===== src/rtl/uart_tx_arbiter.sv =====
// Round-robin arbiter that shares one uart_tx among NUM_REQ byte requesters,
// with a per-byte completion timeout and a sticky timeout error flag.
module uart_tx_arbiter #(
   parameter int NUM_REQ        = 4,
   parameter int TIMEOUT_CYCLES = 4096
) (
   input  logic                   clk,
   input  logic                   rstn,
   input  logic [NUM_REQ-1:0]     req,
   input  logic [8*NUM_REQ-1:0]   req_data,
   output logic [NUM_REQ-1:0]     grant,
   output logic [NUM_REQ-1:0]     done,
   output logic                   uart_tx_start,
   output logic [7:0]             uart_tx_data,
   input  logic                   uart_tx_done,
   output logic                   busy,
   output logic                   timeout_err,
   input  logic                   err_clear
);

   localparam int PW = $clog2(NUM_REQ);
   localparam int CW = $clog2(TIMEOUT_CYCLES);
   localparam logic [CW-1:0]      CNT_LAST = CW'(TIMEOUT_CYCLES - 1);
   localparam logic [CW-1:0]      CNT_ONE  = CW'(1'b1);
   localparam logic [PW-1:0]      PTR_LAST = PW'(NUM_REQ - 1);
   localparam logic [PW-1:0]      PTR_ONE  = PW'(1'b1);
   localparam logic [NUM_REQ-1:0] ONE_HOT0 = {{(NUM_REQ-1){1'b0}}, 1'b1};

   typedef enum logic [1:0] {
      ST_IDLE     = 2'd0,
      ST_GRANT    = 2'd1,
      ST_WAIT     = 2'd2,
      ST_COMPLETE = 2'd3
   } state_t;

   // First high request found searching p, p+1, ... modulo NUM_REQ.
   function automatic logic [PW-1:0] rr_pick(input logic [NUM_REQ-1:0] r,
                                             input logic [PW-1:0]      p);
      logic [2*NUM_REQ-1:0] dbl;
      logic [NUM_REQ-1:0]   rot;
      logic [PW:0]          sum;
      logic                 found;
      logic [PW-1:0]        w;
      dbl   = {r, r} >> p;
      rot   = dbl[NUM_REQ-1:0];
      found = 1'b0;
      w     = p;
      for (int i = 0; i < NUM_REQ; i++) begin
         sum = {1'b0, p} + (PW+1)'(i);
         sum = (sum >= (PW+1)'(NUM_REQ)) ? (sum - (PW+1)'(NUM_REQ)) : sum;
         if (!found && rot[i[PW-1:0]]) begin
            w     = sum[PW-1:0];
            found = 1'b1;
         end
      end
      return w;
   endfunction

   function automatic logic [PW-1:0] ptr_after(input logic [PW-1:0] w);
      return (w == PTR_LAST) ? {PW{1'b0}} : (w + PTR_ONE);
   endfunction

   state_t               state_r;
   logic [PW-1:0]        ptr_r;
   logic [PW-1:0]        win_r;
   logic [CW-1:0]        cnt_r;
   logic [NUM_REQ-1:0]   grant_r;
   logic [NUM_REQ-1:0]   done_r;
   logic                 start_r;
   logic [7:0]           data_r;
   logic                 busy_r;
   logic                 err_r;

   logic                 any_req_s;
   logic [PW-1:0]        pick_s;
   logic [7:0]           pick_data_s;
   logic                 err_set_s;

   // Winner selection and the abort condition, evaluated every cycle.
   always_comb begin
      any_req_s   = |req;
      pick_s      = rr_pick(req, ptr_r);
      pick_data_s = req_data[{pick_s, 3'b000} +: 8];
      err_set_s   = (state_r == ST_WAIT) && !uart_tx_done && (cnt_r == CNT_LAST);
   end

   // Transmit sequencer: arbitration, start pulse, completion/timeout, error flag.
   always_ff @(posedge clk) begin
      if (!rstn) begin
         state_r <= ST_IDLE;
         ptr_r   <= {PW{1'b0}};
         win_r   <= {PW{1'b0}};
         cnt_r   <= {CW{1'b0}};
         grant_r <= {NUM_REQ{1'b0}};
         done_r  <= {NUM_REQ{1'b0}};
         start_r <= 1'b0;
         data_r  <= 8'h00;
         busy_r  <= 1'b0;
         err_r   <= 1'b0;
      end else begin
         case (state_r)
            ST_IDLE: begin
               if (any_req_s) begin
                  win_r   <= pick_s;
                  grant_r <= ONE_HOT0 << pick_s;
                  start_r <= 1'b1;
                  data_r  <= pick_data_s;
                  busy_r  <= 1'b1;
                  state_r <= ST_GRANT;
               end else begin
                  state_r <= ST_IDLE;
               end
            end
            ST_GRANT: begin
               grant_r <= {NUM_REQ{1'b0}};
               start_r <= 1'b0;
               cnt_r   <= {CW{1'b0}};
               state_r <= ST_WAIT;
            end
            ST_WAIT: begin
               // Completion is checked before the abort so a coincident done still succeeds.
               if (uart_tx_done) begin
                  done_r  <= ONE_HOT0 << win_r;
                  ptr_r   <= ptr_after(win_r);
                  state_r <= ST_COMPLETE;
               end else if (cnt_r == CNT_LAST) begin
                  ptr_r   <= ptr_after(win_r);
                  state_r <= ST_COMPLETE;
               end else begin
                  cnt_r   <= cnt_r + CNT_ONE;
               end
            end
            ST_COMPLETE: begin
               done_r  <= {NUM_REQ{1'b0}};
               busy_r  <= 1'b0;
               state_r <= ST_IDLE;
            end
            default: begin
               grant_r <= {NUM_REQ{1'b0}};
               done_r  <= {NUM_REQ{1'b0}};
               start_r <= 1'b0;
               busy_r  <= 1'b0;
               state_r <= ST_IDLE;
            end
         endcase

         if (err_set_s) begin
            err_r <= 1'b1;
         end else if (err_clear) begin
            err_r <= 1'b0;
         end else begin
            err_r <= err_r;
         end
      end
   end

   assign grant         = grant_r;
   assign done          = done_r;
   assign uart_tx_start = start_r;
   assign uart_tx_data  = data_r;
   assign busy          = busy_r;
   assign timeout_err   = err_r;

endmodule


===== config.mk =====
export PLATFORM = sky130hd
export DESIGN_NAME = uart_tx_arbiter
export DESIGN_NICKNAME = d
export VERILOG_FILES = /design/src/rtl/uart_tx_arbiter.sv
export SDC_FILE = /design/constraint.sdc
export NUM_CORES = 1
export LEC_CHECK = 0
export BUFFER_PORTS_ARGS = -buffer_cell sky130_fd_sc_hd__buf_2
export CAP_MARGIN = 10
export CORE_MARGIN = 4
export CORE_UTILIZATION = 35
export DETAILED_ROUTE_END_ITERATION = 10
export PLACE_DENSITY_LB_ADDON = 0.08
export RECOVER_POWER = 50
export SYNTH_ARGS = -nofsm -noshare
export SYNTH_HDL_FRONTEND = slang
export SYNTH_SLANG_ARGS = --single-unit
export TNS_END_PERCENT = 1

===== constraint.sdc =====
create_clock -name clk -period 2.3 [get_ports clk]
set_input_delay 0.345 -clock clk [delete_from_list [all_inputs] [get_ports clk]]
set_output_delay 0.345 -clock clk [all_outputs]
set_load 0.03 [all_outputs]

==> metrics.cfg <==
[timing]
fin_ws_ps=387
maxSlewHeadroom=0.564
setup_viol=0
finClkSkew_ps=3.95
period_share=0.832
totalNegativeSetupSlack_ps=0
finalHoldViolCount=0
rsz0062_at_grt=no
finalMaxSlewViolations=0
worst_slew_pin_slew_ps=652
clock.fmax_mhz=523
period_minus_slack_ps=1910

[route]
drt_iter0_drc=36
route.detailed.drc=0
vias_per_cell=4.93
wl_per_cell_um=13.6
drt_pass1_iterations=4
wl_mm=4.85
num_vias=1766
antenna_left=0

[finish]
area_growth_pct=23.2
fin_nets=334
num_antenna_cells=0
drive_above_1_share=0.227

[critical_path]
reg2reg_depth=7
worstPathArrival_ps=2100
r2r_slack_ps=390
path_cells=inv_1 > ha_1 > o41ai_1 > clkbuf_1 > nor2_1 > a32oi_1 > nor2b_1
crit_cells=7
cp-end-kind=register
cp-start-kind=register
path_class=reg -> reg
crit_buf_inv=2
crit_required_ps=2480
slowest_stage=clkbuf_1
cp_max_fo=13
max_stage_delay_ps=470
crit_family=buffers and inverters

[global_route]
overflow=0
grt_pass1_vias=1792
antenna_found_initial=0
grt_usage=0.142
grt_pass1_wl_mm=8.32
grt_max_degree=31

[clock_tree]
clk_latency_ps=290
root_buffer=clkbuf_8
clkTransAtPathRegs_ps=70
cts_max_level=2
cts.sinks=37
cts_setup_buffers=0
cts_tree=built
holdBufCountCts=0
numCtsBuffers=5
cts.path.max_buffers=2
post_cts_resized=0

[synthesis]
synth_cells=222
synth_nets=271
netlist_area_um2=2040
yosys_register_bits=37
ys.flop_type=dfxtp_1
ys_warn_count=0
postSynthAreaPerCell_um2=9.19
synth-seq-area-share=0.363
yosysTopAreaCell=dfxtp_1
synth.area.top_cells=dfxtp_1 (36%), ha_1 (5.5%), a221o_1 (3.9%)
synthDistinctLibCells=42
synth-edff-count=0
yosysTopAreaCellShare=0.363
ys_async_sr_fraction=0

[floorplanning]
io_pins=59
initial_utilization=0.366
die_h_um=84.4
die_width_um=84.4
core-area_um2=5570
die_area_um2=7120
core.rowCount=27

[power_and_ir_drop]
vdd_drop_max_uv=344
power-per-cell-area_nw_per_um2=920
power.leakage_uw=0.00102

[run]
maxCapViolCount=0

[worst_hold_path]
hp-class=in -> reg
hold_path_depth=3

[place]
hpwl_mm=3.59
routabilityCongestion=0.777
preCtsSetupSlack_ps=248
portBuffers=58

[run_status]
status=complete, no violations

==> report_power, final <==
part	total [uW]	switching, uW	internal [uW]
clock	590	236	354
combinational	891	582	308
sequential	833	74.0	759
total	2310	892	1420
==> per-layer routing <==
layer  GRT usage  up-vias  share of wire
li1            -      918              -
met1       0.176      809           0.46
met2       0.237       28           0.47
met3      0.0353       11          0.037
met4      0.0576        0          0.025
met5           0        -              0
==> stage by stage <==
step                hold WS, ps  instance area, um2  instances  power (uW)  utilization
floorplan                   471                2040        222        1480            -
global placement            455                2440        350        1790        0.437
detailed placement          462                2440        350        1790        0.437
CTS                         360                2550        358        2390        0.458
global route                371                2510        358        2470        0.451
finish                      366                2510        358        2310        0.451
==> cells by family (layout without fill, tap and decap cells) <==
| kind of cell | after synthesis | in the layout | synth area share |
|---|---|---|---|
| DFF | 37 | 37 | 0.363 |
| buffers and inverters | 15 | 79 | 0.0362 |
| and+or+nand+nor | 87 | 87 | 0.219 |
| xor gates and xnor gates | 10 | 10 | 0.0429 |
| AOI/OAI and AO/OA | 48 | 48 | 0.186 |
| adders and majority gates | 9 | 9 | 0.0552 |
| muxes | 16 | 16 | 0.0975 |
==> worst paths after layout <==
path,startpoint,endpoint
hold reg to reg,grant[2]$_SDFFE_PN0P_,grant[2]$_SDFFE_PN0P_
hold / removal,err_clear,timeout_err$_SDFFE_PN0P_
setup / recovery,state_r[0]$_SDFFE_PN0P_,grant[1]$_SDFFE_PN0P_
setup reg to reg,state_r[0]$_SDFFE_PN0P_,grant[1]$_SDFFE_PN0P_
==> Yosys cell counts (6+ instances only) <==
library cell and number:
a21boi_0 6, nand3_1 9, nor2_1 18, o21ai_0 8, nor2b_1 11, nand2_1 21
mux2_2 6, ha_1 9, a221o_1 8, inv_1 7, dfxtp_1 37, and3_1 10
==> area by class of cell <==
class,count,area (um2)
Tap cell,72,90.1
Sequential cell,37,741
Timing Repair Buffer,64,317
Inverter,7,26.3
Multi-Input combinational cell,170,1220
Clock inverter,1,30.0
Fill cell,593,3060
Clock buffer,7,86.3
==> cells in the final DEF, fill, tap and decap left out, types with 3 or more instances in the layout <==
master     n
a21boi_0   6
mux2_1     5
inv_1      7
mux2_4     5
mux2_2     6
nand2_1   21
clkbuf_1  22
nand3_1    9
ha_1       9
buf_4      3
xnor2_1    5
a22oi_1    4
o21ai_0    8
and3_1    10
nor2b_1   11
dfxtp_1   37
a221o_1    8
nand2b_1   5
buf_2     39
nor2_1    18
clkbuf_8   6
a21oi_1    5
xor2_1     5
and2_0     3
==> registers in the layout, summed over array words and instances (netlist names) <==
| register | count |
|---|---|
| cnt_r | 12 |
| uart_tx_data | 8 |
| done | 4 |
| grant | 4 |
| ptr_r | 2 |
| state_r | 2 |
| win_r | 2 |
| busy | 1 |
| timeout_err | 1 |
| uart_tx_start | 1 |
==> worst min-delay path, cell delays in order <==
cell	delay, ps
buf_2	70
o22ai_1	60
and2_0	140
Note: power is estimated with default switching activity, not from simulation.
